<file path="config.mk">
export PLATFORM = sky130hd
export DESIGN_NAME = memory_router_flat
export DESIGN_NICKNAME = d
export VERILOG_FILES = /design/src/rtl/memory_router_if.sv /design/src/rtl/memory_router.sv /design/src/flat_wrapper.sv
export SDC_FILE = /design/constraint.sdc
export NUM_CORES = 1
export LEC_CHECK = 0
export CORE_MARGIN = 4
export CORE_UTILIZATION = 35
export CTS_BUF_LIST = sky130_fd_sc_hd__clkbuf_16
export DETAILED_ROUTE_END_ITERATION = 8
export PLACE_DENSITY = 0.85
export SLEW_MARGIN = 30
export SYNTH_ARGS = -nofsm -noshare
export SYNTH_HDL_FRONTEND = slang
export SYNTH_SLANG_ARGS = --single-unit
</file>
<file path="constraint.sdc">
create_clock -name clk -period 2.9 [get_ports clk]
set_clock_uncertainty 0.2 [all_clocks]
set_input_delay 0.725 -clock clk [delete_from_list [all_inputs] [get_ports clk]]
set_output_delay 0.725 -clock clk [all_outputs]
set_load 0.1 [all_outputs]
</file>
<file path="src/rtl/memory_router_if.sv">
// rtl/memory_router_if.sv - master-side request bus and broadcast slave bus for memory_router
interface memory_if;
    logic        memory_valid;
    logic        memory_instr;
    logic [31:0] memory_addr;
    logic [31:0] memory_wdata;
    logic [3:0]  memory_wstrb;
    logic [31:0] memory_rdata;
    logic        memory_ready;
    logic        memory_error;

    modport master (
        output memory_valid, memory_instr, memory_addr, memory_wdata, memory_wstrb,
        input  memory_rdata, memory_ready, memory_error
    );
    modport slave (
        input  memory_valid, memory_instr, memory_addr, memory_wdata, memory_wstrb,
        output memory_rdata, memory_ready, memory_error
    );
endinterface

interface slave_bus_if #(
    parameter int NUM_SLAVES = 3
);
    logic [NUM_SLAVES-1:0]    slave_valid;
    logic                     slave_instr;
    logic [31:0]              slave_addr;
    logic [31:0]              slave_wdata;
    logic [3:0]               slave_wstrb;
    logic [NUM_SLAVES*32-1:0] slave_rdata;
    logic [NUM_SLAVES-1:0]    slave_ready;

    modport master (
        output slave_valid, slave_instr, slave_addr, slave_wdata, slave_wstrb,
        input  slave_rdata, slave_ready
    );
    modport slave (
        input  slave_valid, slave_instr, slave_addr, slave_wdata, slave_wstrb,
        output slave_rdata, slave_ready
    );
endinterface

</file>
<file path="src/rtl/memory_router.sv">
// rtl/memory_router.sv - single-master, N-slave address-window router with unmapped/timeout error responses
module memory_router #(
    parameter int                     NUM_SLAVES = 3,
    parameter logic [NUM_SLAVES*32-1:0] SLAVE_BASE = {32'h0020_0000, 32'h0010_0000, 32'h0000_0000},
    parameter logic [NUM_SLAVES*32-1:0] SLAVE_MASK = {32'hFFFF_FFF0, 32'hFFFF_FFFF, 32'hFFF0_0000},
    parameter int                     TIMEOUT    = 1023
) (
    input  logic       clk,
    input  logic       rst,
    memory_if.slave    mem,
    slave_bus_if.master sb
);

    localparam int SEL_W = (NUM_SLAVES > 1) ? $clog2(NUM_SLAVES) : 1;
    localparam int CNT_W = (TIMEOUT > 0) ? $clog2(TIMEOUT + 1) : 1;

    typedef enum logic [1:0] {
        IDLE  = 2'd0,
        BUSY  = 2'd1,
        ERROR = 2'd2
    } state_t;

    state_t           state;
    logic [SEL_W-1:0] sel;
    logic [CNT_W-1:0] cnt;

    logic             hit;
    logic [SEL_W-1:0] hit_idx;
    logic             sel_ready;
    logic [31:0]      sel_rdata;
    logic             timeout_hit;
    logic             done;

    // Descending scan so the lowest-index matching window is the last to overwrite.
    always_comb begin
        hit     = 1'b0;
        hit_idx = '0;
        for (int i = NUM_SLAVES - 1; i >= 0; i--) begin
            if ((mem.memory_addr & SLAVE_MASK[32*i +: 32]) == SLAVE_BASE[32*i +: 32]) begin
                hit     = 1'b1;
                hit_idx = SEL_W'(i);
            end
        end
    end

    assign sel_ready   = sb.slave_ready[sel];
    assign sel_rdata   = sb.slave_rdata[32*sel +: 32];
    assign timeout_hit = (TIMEOUT != 0) && (cnt == CNT_W'(TIMEOUT - 1));
    assign done        = (state == BUSY) && sel_ready;

    always_ff @(posedge clk or negedge rst) begin
        if (!rst) begin
            state          <= IDLE;
            sel            <= '0;
            cnt            <= '0;
            sb.slave_valid <= '0;
            sb.slave_instr <= 1'b0;
            sb.slave_addr  <= '0;
            sb.slave_wdata <= '0;
            sb.slave_wstrb <= '0;
        end else begin
            case (state)
                IDLE: begin
                    if (mem.memory_valid) begin
                        sb.slave_instr <= mem.memory_instr;
                        sb.slave_addr  <= mem.memory_addr;
                        sb.slave_wdata <= mem.memory_wdata;
                        sb.slave_wstrb <= mem.memory_wstrb;
                        cnt            <= '0;
                        if (hit) begin
                            sel            <= hit_idx;
                            sb.slave_valid <= NUM_SLAVES'(1) << hit_idx;
                            state          <= BUSY;
                        end else begin
                            state <= ERROR;
                        end
                    end
                end
                BUSY: begin
                    // Ready is checked first so a response in the last allowed cycle still completes.
                    if (sel_ready) begin
                        sb.slave_valid <= '0;
                        state          <= IDLE;
                    end else if (timeout_hit) begin
                        sb.slave_valid <= '0;
                        state          <= ERROR;
                    end else if (TIMEOUT != 0) begin
                        cnt <= cnt + 1'b1;
                    end
                end
                ERROR: begin
                    state <= IDLE;
                end
                default: begin
                    state          <= IDLE;
                    sb.slave_valid <= '0;
                end
            endcase
        end
    end

    assign mem.memory_ready = done || (state == ERROR);
    assign mem.memory_error = (state == ERROR);
    assign mem.memory_rdata = done ? sel_rdata : 32'h0;

endmodule
</file>
<file path="src/flat_wrapper.sv">
// flat-port wrapper written by rule: the top's interface ports become plain ports
module memory_router_flat 
#(
    parameter int                     NUM_SLAVES = 3,
    parameter logic [NUM_SLAVES*32-1:0] SLAVE_BASE = {32'h0020_0000, 32'h0010_0000, 32'h0000_0000},
    parameter logic [NUM_SLAVES*32-1:0] SLAVE_MASK = {32'hFFFF_FFF0, 32'hFFFF_FFFF, 32'hFFF0_0000},
    parameter int                     TIMEOUT    = 1023
)
  (clk, rst, mem_memory_valid, mem_memory_instr, mem_memory_addr, mem_memory_wdata, mem_memory_wstrb, mem_memory_rdata, mem_memory_ready, mem_memory_error, sb_slave_valid, sb_slave_instr, sb_slave_addr, sb_slave_wdata, sb_slave_wstrb, sb_slave_rdata, sb_slave_ready);
  memory_if mem_i ();
  slave_bus_if #(.NUM_SLAVES(NUM_SLAVES)) sb_i ();
  input  logic clk;
  input  logic rst;
  input wire logic [$bits(mem_i.memory_valid)-1:0] mem_memory_valid;
  input wire logic [$bits(mem_i.memory_instr)-1:0] mem_memory_instr;
  input wire logic [$bits(mem_i.memory_addr)-1:0] mem_memory_addr;
  input wire logic [$bits(mem_i.memory_wdata)-1:0] mem_memory_wdata;
  input wire logic [$bits(mem_i.memory_wstrb)-1:0] mem_memory_wstrb;
  output wire logic [$bits(mem_i.memory_rdata)-1:0] mem_memory_rdata;
  output wire logic [$bits(mem_i.memory_ready)-1:0] mem_memory_ready;
  output wire logic [$bits(mem_i.memory_error)-1:0] mem_memory_error;
  output wire logic [$bits(sb_i.slave_valid)-1:0] sb_slave_valid;
  output wire logic [$bits(sb_i.slave_instr)-1:0] sb_slave_instr;
  output wire logic [$bits(sb_i.slave_addr)-1:0] sb_slave_addr;
  output wire logic [$bits(sb_i.slave_wdata)-1:0] sb_slave_wdata;
  output wire logic [$bits(sb_i.slave_wstrb)-1:0] sb_slave_wstrb;
  input wire logic [$bits(sb_i.slave_rdata)-1:0] sb_slave_rdata;
  input wire logic [$bits(sb_i.slave_ready)-1:0] sb_slave_ready;
  assign mem_i.memory_valid = mem_memory_valid;
  assign mem_i.memory_instr = mem_memory_instr;
  assign mem_i.memory_addr = mem_memory_addr;
  assign mem_i.memory_wdata = mem_memory_wdata;
  assign mem_i.memory_wstrb = mem_memory_wstrb;
  assign mem_memory_rdata = mem_i.memory_rdata;
  assign mem_memory_ready = mem_i.memory_ready;
  assign mem_memory_error = mem_i.memory_error;
  assign sb_slave_valid = sb_i.slave_valid;
  assign sb_slave_instr = sb_i.slave_instr;
  assign sb_slave_addr = sb_i.slave_addr;
  assign sb_slave_wdata = sb_i.slave_wdata;
  assign sb_slave_wstrb = sb_i.slave_wstrb;
  assign sb_i.slave_rdata = sb_slave_rdata;
  assign sb_i.slave_ready = sb_slave_ready;
  memory_router #(.NUM_SLAVES(NUM_SLAVES), .SLAVE_BASE(SLAVE_BASE), .SLAVE_MASK(SLAVE_MASK), .TIMEOUT(TIMEOUT)) u_core (.clk(clk), .rst(rst), .mem(mem_i), .sb(sb_i));
endmodule
</file>
==> reports/qor.log, run 1 <==
qor: clock_tree.clock_tree.root_cell sky130_fd_sc_hd__clkbuf_16
qor: detailed_routing.detail_route.first_pass.iterations 4
qor: placed_design.gp_congestion 0.8722
qor: synthesis.post_synth_inst_count 547
qor: timing.timing.final.setup_violations 0
qor: pwr.report.power.total 4.435 mW
qor: worst_hold_path.worstHoldPathType in -> async
qor: setup_path.critPathLaunchType input port
qor: global_routing.antenna_found_initial 1
qor: setup_path.worst_path_largest_cell_delay 210 ps
qor: clock_tree.cts_hold_buffers_added 0
qor: clock_tree.max-clock-path-buffers 2
qor: die.initial_utilization 36.39%
qor: global_routing.grt_pass1_wl 25.51 mm
qor: detailed_routing.drt-wirelength-per-cell 16.81 µm
qor: setup_path.worst-endpoint-required 1980 ps
qor: synthesis.syn_avg_cell_area 8.125 µm²
qor: die.die_h 120.7 µm
qor: setup_path.setup.worst_path.class in -> out
qor: setup_path.critPathSlowestCell sky130_fd_sc_hd__dlygate4sd2_1
qor: synthesis.total_standard_cell_area_after_synthesis 4444 µm²
qor: die.core_region_area 12210 µm²
qor: setup_path.cp_cell_sequence dlygate4sd2_1 > mux2i_2 > o2bb2ai_4 > nand2_8 > buf_12 > nor2_2 > buf_12
qor: clock_tree.tritoncts_num_sinks 86
qor: clock_tree.cts_tree built
qor: job.max_cap_violations 0
qor: global_routing.grt_pass1_vias 4911
qor: placed_design.hpwlAfterDp 13.37 mm
qor: global_routing.groute.usage.overall 22.54%
qor: detailed_routing.via_per_inst 4.872
qor: detailed_routing.detail_route.drc_violations 0
qor: cells_and_area.area_growth_syn_to_layout 88.29%
qor: synthesis.synth.top_cell.area_share 48.42%
qor: detailed_routing.first_iter_violations 293
qor: synthesis.synth_cell_types 38
qor: detailed_routing.routed-via-count 4901
qor: detailed_routing.postRouteWirelength 16.91 mm
qor: setup_path.worstReg2RegStart u_core.sel[1]$_DFFE_PN0P_
qor: timing.finalCriticalPeriod 2804 ps
qor: synthesis.yosys_warnings 0
qor: clock_tree.ctsHtreeMaxLevel 3
qor: die.boundaryPins 277
qor: synthesis.postSynth.topFlopCell sky130_fd_sc_hd__dfrtp_1
qor: clock_tree.cts_buf_count 9
qor: detailed_routing.ant_nets 0
qor: clock_tree.clkTransAtPathRegs 60 ps
qor: setup_path.worst_ep_arrival_time 1880 ps
qor: placed_design.port_buffers 276
qor: pwr.cell_leakage_power 3.799 nW
qor: timing.timing.setup.tns 0 ps
qor: synthesis.synth.yosys.seq_area_share 48.42%
qor: setup_path.worstPathMaxFanout 7
qor: timing.max_slew_margin 65.56%
qor: global_routing.global_route.overflow_total 0
qor: cells_and_area.design.final.nets 1005
qor: timing.whs 132.3 ps
qor: synthesis.synth_async_reset_ratio 100.0%
qor: synthesis.synth_enable_flop_cells 0
qor: synthesis.yosys_register_bits 86
qor: setup_path.cp-startpoint sb_slave_ready[2]
qor: cells_and_area.final_cells 1006
qor: synthesis.syn_nets 720
qor: timing.finalHoldViolCount 0
qor: placed_design.dp_cells 985
qor: run_status.run_status complete, no violations
qor: clock_tree.insertion_delay 330 ps
qor: die.placementRows 40
qor: die.dieArea 14560 µm²
qor: setup_path.crit_top_cell sky130_fd_sc_hd__buf_12
qor: global_routing.grt_max_degree 74
qor: die.die_x 120.7 µm
qor: setup_path.cp-end-kind primary output
qor: cells_and_area.postLayoutCoreUtil 68.52%
qor: timing.rsz0062_at_grt no
qor: synthesis.ys_top_cells_by_area sky130_fd_sc_hd__dfrtp_1, sky130_fd_sc_hd__nand2_1, sky130_fd_sc_hd__mux2i_1, sky130_fd_sc_hd__nor2_1, sky130_fd_sc_hd__a21oi_1
qor: cells_and_area.share_of_layout_cells_above_drive_strength_1 23.89%
qor: synthesis.synth.largest_area_cell sky130_fd_sc_hd__dfrtp_1
qor: timing.fmaxAchievable 356.6 MHz
qor: timing.final-max-slew-violation-count 0
qor: timing.finalCritPeriodShare 96.69%
qor: pwr.power_per_cell_area 530.0 nW/µm²
qor: pwr.worst_ir_drop_vdd 0.6018 mV
qor: timing.tightestPinTransition 513.8 ps
-- sequential cells by signal, summed over array words and instances, names as in the netlist --
register / count
u_core.sb.slave_valid: 3
u_core.state: 2
u_core.sel: 2
u_core.sb.slave_addr: 32
u_core.sb.slave_wdata: 32
u_core.cnt: 10
u_core.sb.slave_instr: 1
u_core.sb.slave_wstrb: 4
-- cells by family (layout without fill, tap and decap cells) --
logic type / count (synthesis) / after routing / share of synthesized area [%]
XOR/XNOR: 6 / 6 / 1.182
buffers and inverters: 39 / 329 / 4.223
adder cells (fa/ha/maj): 2 / 2 / 0.5630
AO/OA/AOI/OAI: 53 / 53 / 7.151
flip-flops: 86 / 86 / 48.42
other: 0 / 1 / 0
AND/OR/NAND/NOR: 326 / 326 / 30.57
multiplexers: 35 / 35 / 7.883
-- worst max-delay path, delay by kind of cell --
| family | cells | cell delay, ps |
|---|---|---|
| muxes | 1 | 90 |
| and+or+nand+nor | 2 | 270 |
| buffers and inverters | 3 | 590 |
| AOI/OAI and AO/OA | 1 | 190 |
-- layout by cell type (no fill, tap or decap), types with 3 or more instances in the layout --
cell type	synthesis	final
sky130_fd_sc_hd__inv_1	4	4
sky130_fd_sc_hd__dfrtp_1	86	85
sky130_fd_sc_hd__o21ai_0	5	4
sky130_fd_sc_hd__nand2_1	211	210
sky130_fd_sc_hd__a21o_1	3	3
sky130_fd_sc_hd__xnor2_1	6	6
sky130_fd_sc_hd__dlygate4sd2_1	0	3
sky130_fd_sc_hd__nor2_4	0	31
sky130_fd_sc_hd__nor3_1	6	6
sky130_fd_sc_hd__nand4_1	7	7
sky130_fd_sc_hd__bufinv_16	0	3
sky130_fd_sc_hd__nor4_1	8	8
sky130_fd_sc_hd__nor2_1	76	44
sky130_fd_sc_hd__a21oi_1	34	34
sky130_fd_sc_hd__mux2i_1	35	34
sky130_fd_sc_hd__clkbuf_16	0	9
sky130_fd_sc_hd__clkdlybuf4s50_1	0	166
sky130_fd_sc_hd__buf_12	0	38
sky130_fd_sc_hd__buf_4	2	99
sky130_fd_sc_hd__nand3_1	6	6
-- stage by stage --
| stage | instance area (µm²) | setup slack [ps] |
|---|---|---|
| after CTS | 8358 | 0.4783 |
| after detailed placement | 7920 | -139.1 |
| after global placement | 7920 | -133.4 |
| after global routing | 8368 | 51.75 |
| after floorplan | 4693 | -120.0 |
| final | 8368 | 96.03 |
-- area by class of cell --
cell class | instances | area, µm²
fill | 891 | 3844
timing repair buffer | 309 | 3258
multi-input combinational | 422 | 2384
sequential | 86 | 2153
clock buffer | 9 | 225.2
tap | 168 | 210.2
clock inverter | 7 | 120.1
inverter | 4 | 15.01
antenna | 1 | 2.502
-- what timing repair did --
| item | in CTS | in global routing |
|---|---|---|
| pin swaps | 2 | 1 |
| resized for setup | 8 | 2 |
| endpoints found under the setup margin | 33 | 9 |
| cloned | 2 | 0 |
| setup buffers | 1 | 2 |
-- synthesized netlist by cell type (all sizes together) (2+ instances only) --
library cell and number:
inv 4, nor3 7, a21o 3, nand3 6, ha 2, mux2i 35, buf 14, a21oi 34
nor2 76, clkbuf 21, dfrtp 86, nand2b 3, nand2 211, o21ai 5, xnor2 6, nand4 7
a22o 2, nor4 10, nor2b 2
-- layer usage --
metal	vias to the layer above	GRT usage, %	wire length [µm]
met4	0	9.986	512
met5	-	0	0
met1	2276	23.91	6080
met3	30	6.782	1663
li1	2350	-	-
met2	245	41.04	8652
-- path summary, 6_finish.rpt --
check                                                              to  slack, ps  cells after the start
worst max-delay path                              mem_memory_rdata[0]        100                      7
worst min-delay path            u_core.sb.slave_wdata[18]$_DFFE_PN0P_        130                      1
worst max register to register   u_core.sb.slave_valid[2]$_DFFE_PN0P_        700                      7
worst min register to register  u_core.sb.slave_wdata[12]$_DFFE_PN0P_        280                      2
max in group asynchronous                   u_core.cnt[2]$_DFFE_PN0P_       1800                      2
min in group clk                u_core.sb.slave_wdata[12]$_DFFE_PN0P_        280                      2
-- report_power, final --
part	switching [mW]	total (mW)	internal, mW
Sequential	0.0711	1.40	1.33
Combinational	1.26	1.71	0.456
Clock	0.479	1.32	0.846
Total	1.81	4.43	2.63
No activity file was read; power rests on OpenSTA's default activity.
==> run 2: changes to the inputs <==
--- a/config.mk
+++ b/config.mk
@@ -10,6 +10,7 @@
 export CTS_BUF_LIST = sky130_fd_sc_hd__clkbuf_16
 export DETAILED_ROUTE_END_ITERATION = 8
 export PLACE_DENSITY = 0.85
+export REMOVE_ABC_BUFFERS = 1
 export SLEW_MARGIN = 30
 export SYNTH_ARGS = -nofsm -noshare
 export SYNTH_HDL_FRONTEND = slang
==> reports/qor.log, run 2 (synthesis results as in run 1) <==
qor: die.placementRows 40
qor: cells_and_area.final_cells 1003
qor: global_routing.grt_max_degree 74
qor: setup_path.setup.worst_path.class in -> out
qor: detailed_routing.ant_nets 0
qor: detailed_routing.drt-wirelength-per-cell 17.26 µm
qor: cells_and_area.design.final.nets 998
qor: timing.final-max-slew-violation-count 0
qor: timing.whs 155.0 ps
qor: placed_design.port_buffers 276
qor: detailed_routing.first_iter_violations 238
qor: cells_and_area.postLayoutCoreUtil 66.42%
qor: detailed_routing.postRouteWirelength 17.31 mm
qor: global_routing.grt_pass1_vias 4874
qor: run_status.run_status complete, no violations
qor: placed_design.gp_congestion 0.8459
qor: worst_hold_path.worstHoldPathType in -> async
qor: timing.finalCriticalPeriod 2889 ps
qor: pwr.power_per_cell_area 525.4 nW/µm²
qor: setup_path.r2r_cells 6
qor: pwr.worst_ir_drop_vdd 0.3797 mV
qor: pwr.report.power.total 4.262 mW
qor: pwr.combPwrFrac 40.0%
qor: setup_path.critPathLaunchType input port
qor: placed_design.placement.cell_area 7606 µm²
qor: setup_path.cp-end-kind primary output
qor: pwr.clock_power_share 27.2%
qor: timing.max_slew_margin 63.18%
qor: global_routing.gr-max-usage-layer met2
qor: global_routing.grt_util_met3 5.613%
qor: die.die_x 120.7 µm
qor: clock_tree.max-clock-path-buffers 2
qor: clock_tree.ctsHtreeMaxLevel 3
qor: detailed_routing.via_per_inst 4.897
qor: timing.timing.final.setup_violations 0
qor: detailed_routing.routed-via-count 4912
qor: die.core_region_area 12210 µm²
qor: setup_path.worstPathMaxFanout 1
qor: pwr.cell_leakage_power 3.717 nW
qor: pwr.power_switching 1.811 mW
qor: cells_and_area.share_of_layout_cells_above_drive_strength_1 23.40%
qor: global_routing.met2_grt_util 38.98%
qor: clock_tree.clock_tree.root_cell sky130_fd_sc_hd__clkbuf_16
qor: clock_tree.cts_buf_count 9
qor: detailed_routing.detail_route.drc_violations 0
qor: timing.fmaxAchievable 346.1 MHz
qor: pwr.internal-power 2.451 mW
qor: die.boundaryPins 277
qor: clock_tree.tritoncts_num_sinks 86
qor: timing.tightestPinTransition 547.3 ps
qor: pwr.power_frac_seq 32.8%
qor: placed_design.hpwlAfterDp 13.06 mm
qor: clock_tree.insertion_delay 330 ps
qor: cells_and_area.area_growth_syn_to_layout 82.52%
qor: setup_path.worstReg2RegStart u_core.sel[1]$_DFFE_PN0P_
qor: setup_path.worst_ep_arrival_time 1960 ps
qor: timing.finalCritPeriodShare 99.63%
qor: cells_and_area.largestRegisters u_core.sb.slave_addr: 32 flops, u_core.sb.slave_wdata: 32 flops, u_core.cnt: 10 flops
qor: clock_tree.clkTransAtPathRegs 70 ps
qor: placed_design.dp_cells 977
qor: global_routing.grt_pass1_wl 25.64 mm
qor: die.dieArea 14560 µm²
qor: detailed_routing.detail_route.first_pass.iterations 4
qor: setup_path.worst-r2r-setup-slack 890 ps
qor: setup_path.worst-endpoint-required 1980 ps
qor: global_routing.groute.usage.overall 22.53%
qor: cells_and_area.layout_common_cells sky130_fd_sc_hd__nand2_1, sky130_fd_sc_hd__clkdlybuf4s50_1, sky130_fd_sc_hd__buf_4
qor: pwr.sw_frac_of_total 42.49%
qor: cells_and_area.total_non_filler_cell_area_in_the_finished_layout 8112 µm²
qor: cells_and_area.mostFrequentLayoutCell sky130_fd_sc_hd__nand2_1
qor: timing.finalHoldViolCount 0
qor: clock_tree.cts_tree built
qor: global_routing.global_route.overflow_total 0
qor: clock_tree.cts_hold_buffers_added 0
qor: setup_path.worstReg2RegEnd u_core.sb.slave_valid[2]$_DFFE_PN0P_
qor: global_routing.antenna_found_initial 6
qor: job.max_cap_violations 0
qor: global_routing.groute.layer.met1.usage 24.93%
qor: die.initial_utilization 36.39%
qor: die.die_h 120.7 µm
==> run 2: layout make-up <==
cell class	instances	area (µm²)
Tap cell	168	210.2
Sequential cell	86	2155
Multi-Input combinational cell	422	2228
Inverter	4	15.01
Antenna cell	6	15.01
Clock buffer	9	225.2
Timing Repair Buffer	302	3193
Fill cell	981	4100
Clock inverter	6	70.07
==> run 2: power groups by stage <==
stage	combinational (mW)	sequential, mW	clock, mW
global placement	1.69	1.41	0
CTS	1.71	1.40	1.19
detailed placement	1.70	1.42	0
global route	1.77	1.42	1.25
floorplan	0.203	2.34	0
finish	1.70	1.40	1.16
==> run 2: how the worst max path moves through the flow <==
stage	end	slack, ps	start	depth (start not counted)
2_1_floorplan	u_core.sel[1]$_DFFE_PN0P_	-3030	mem_memory_valid	5
3_3_place_gp	mem_memory_rdata[8]	-140	sb_slave_ready[2]	7
5_1_grt	mem_memory_rdata[24]	-30	sb_slave_rdata[88]	6
6_report	mem_memory_rdata[24]	10	sb_slave_rdata[88]	6
3_5_place_dp	mem_memory_rdata[23]	-190	sb_slave_ready[2]	7
4_1_cts	mem_memory_rdata[24]	7	u_core.sel[0]$_DFFE_PN0P_	5
==> run 2: metal layers <==
metal | part of all wire [%] | vias to the layer above | routed length (µm)
li1 | - | 2347 | -
met1 | 37 | 2289 | 6360
met2 | 50 | 236 | 8686
met3 | 8.1 | 40 | 1401
met4 | 5.0 | 0 | 860
met5 | 0 | - | 0
==> run 2: timing repair <==
action | CTS | global route
buffers inserted | 0 | 3
pin swaps | 0 | 1
gates resized for setup | 45 | 4
gates cloned | 2 | 0
endpoints found under the setup margin | 33 | 27
==> run 2: worst max-delay path, cell delays in order <==
cell,delay [ps]
sky130_fd_sc_hd__clkdlybuf4s50_1,410
sky130_fd_sc_hd__mux2i_1,180
sky130_fd_sc_hd__nor2_1,60
sky130_fd_sc_hd__a21oi_1,320
sky130_fd_sc_hd__nor2_2,90
sky130_fd_sc_hd__buf_12,180
==> run 2: per-stage QoR <==
stage	setup WS, ps	setup TNS, ps
2_1_floorplan	-3029	-243630
3_3_place_gp	-141.5	-4433
3_5_place_dp	-187.5	-5213
4_1_cts	7.366	0
5_1_grt	-29.51	-33.41
6_report	10.69	0
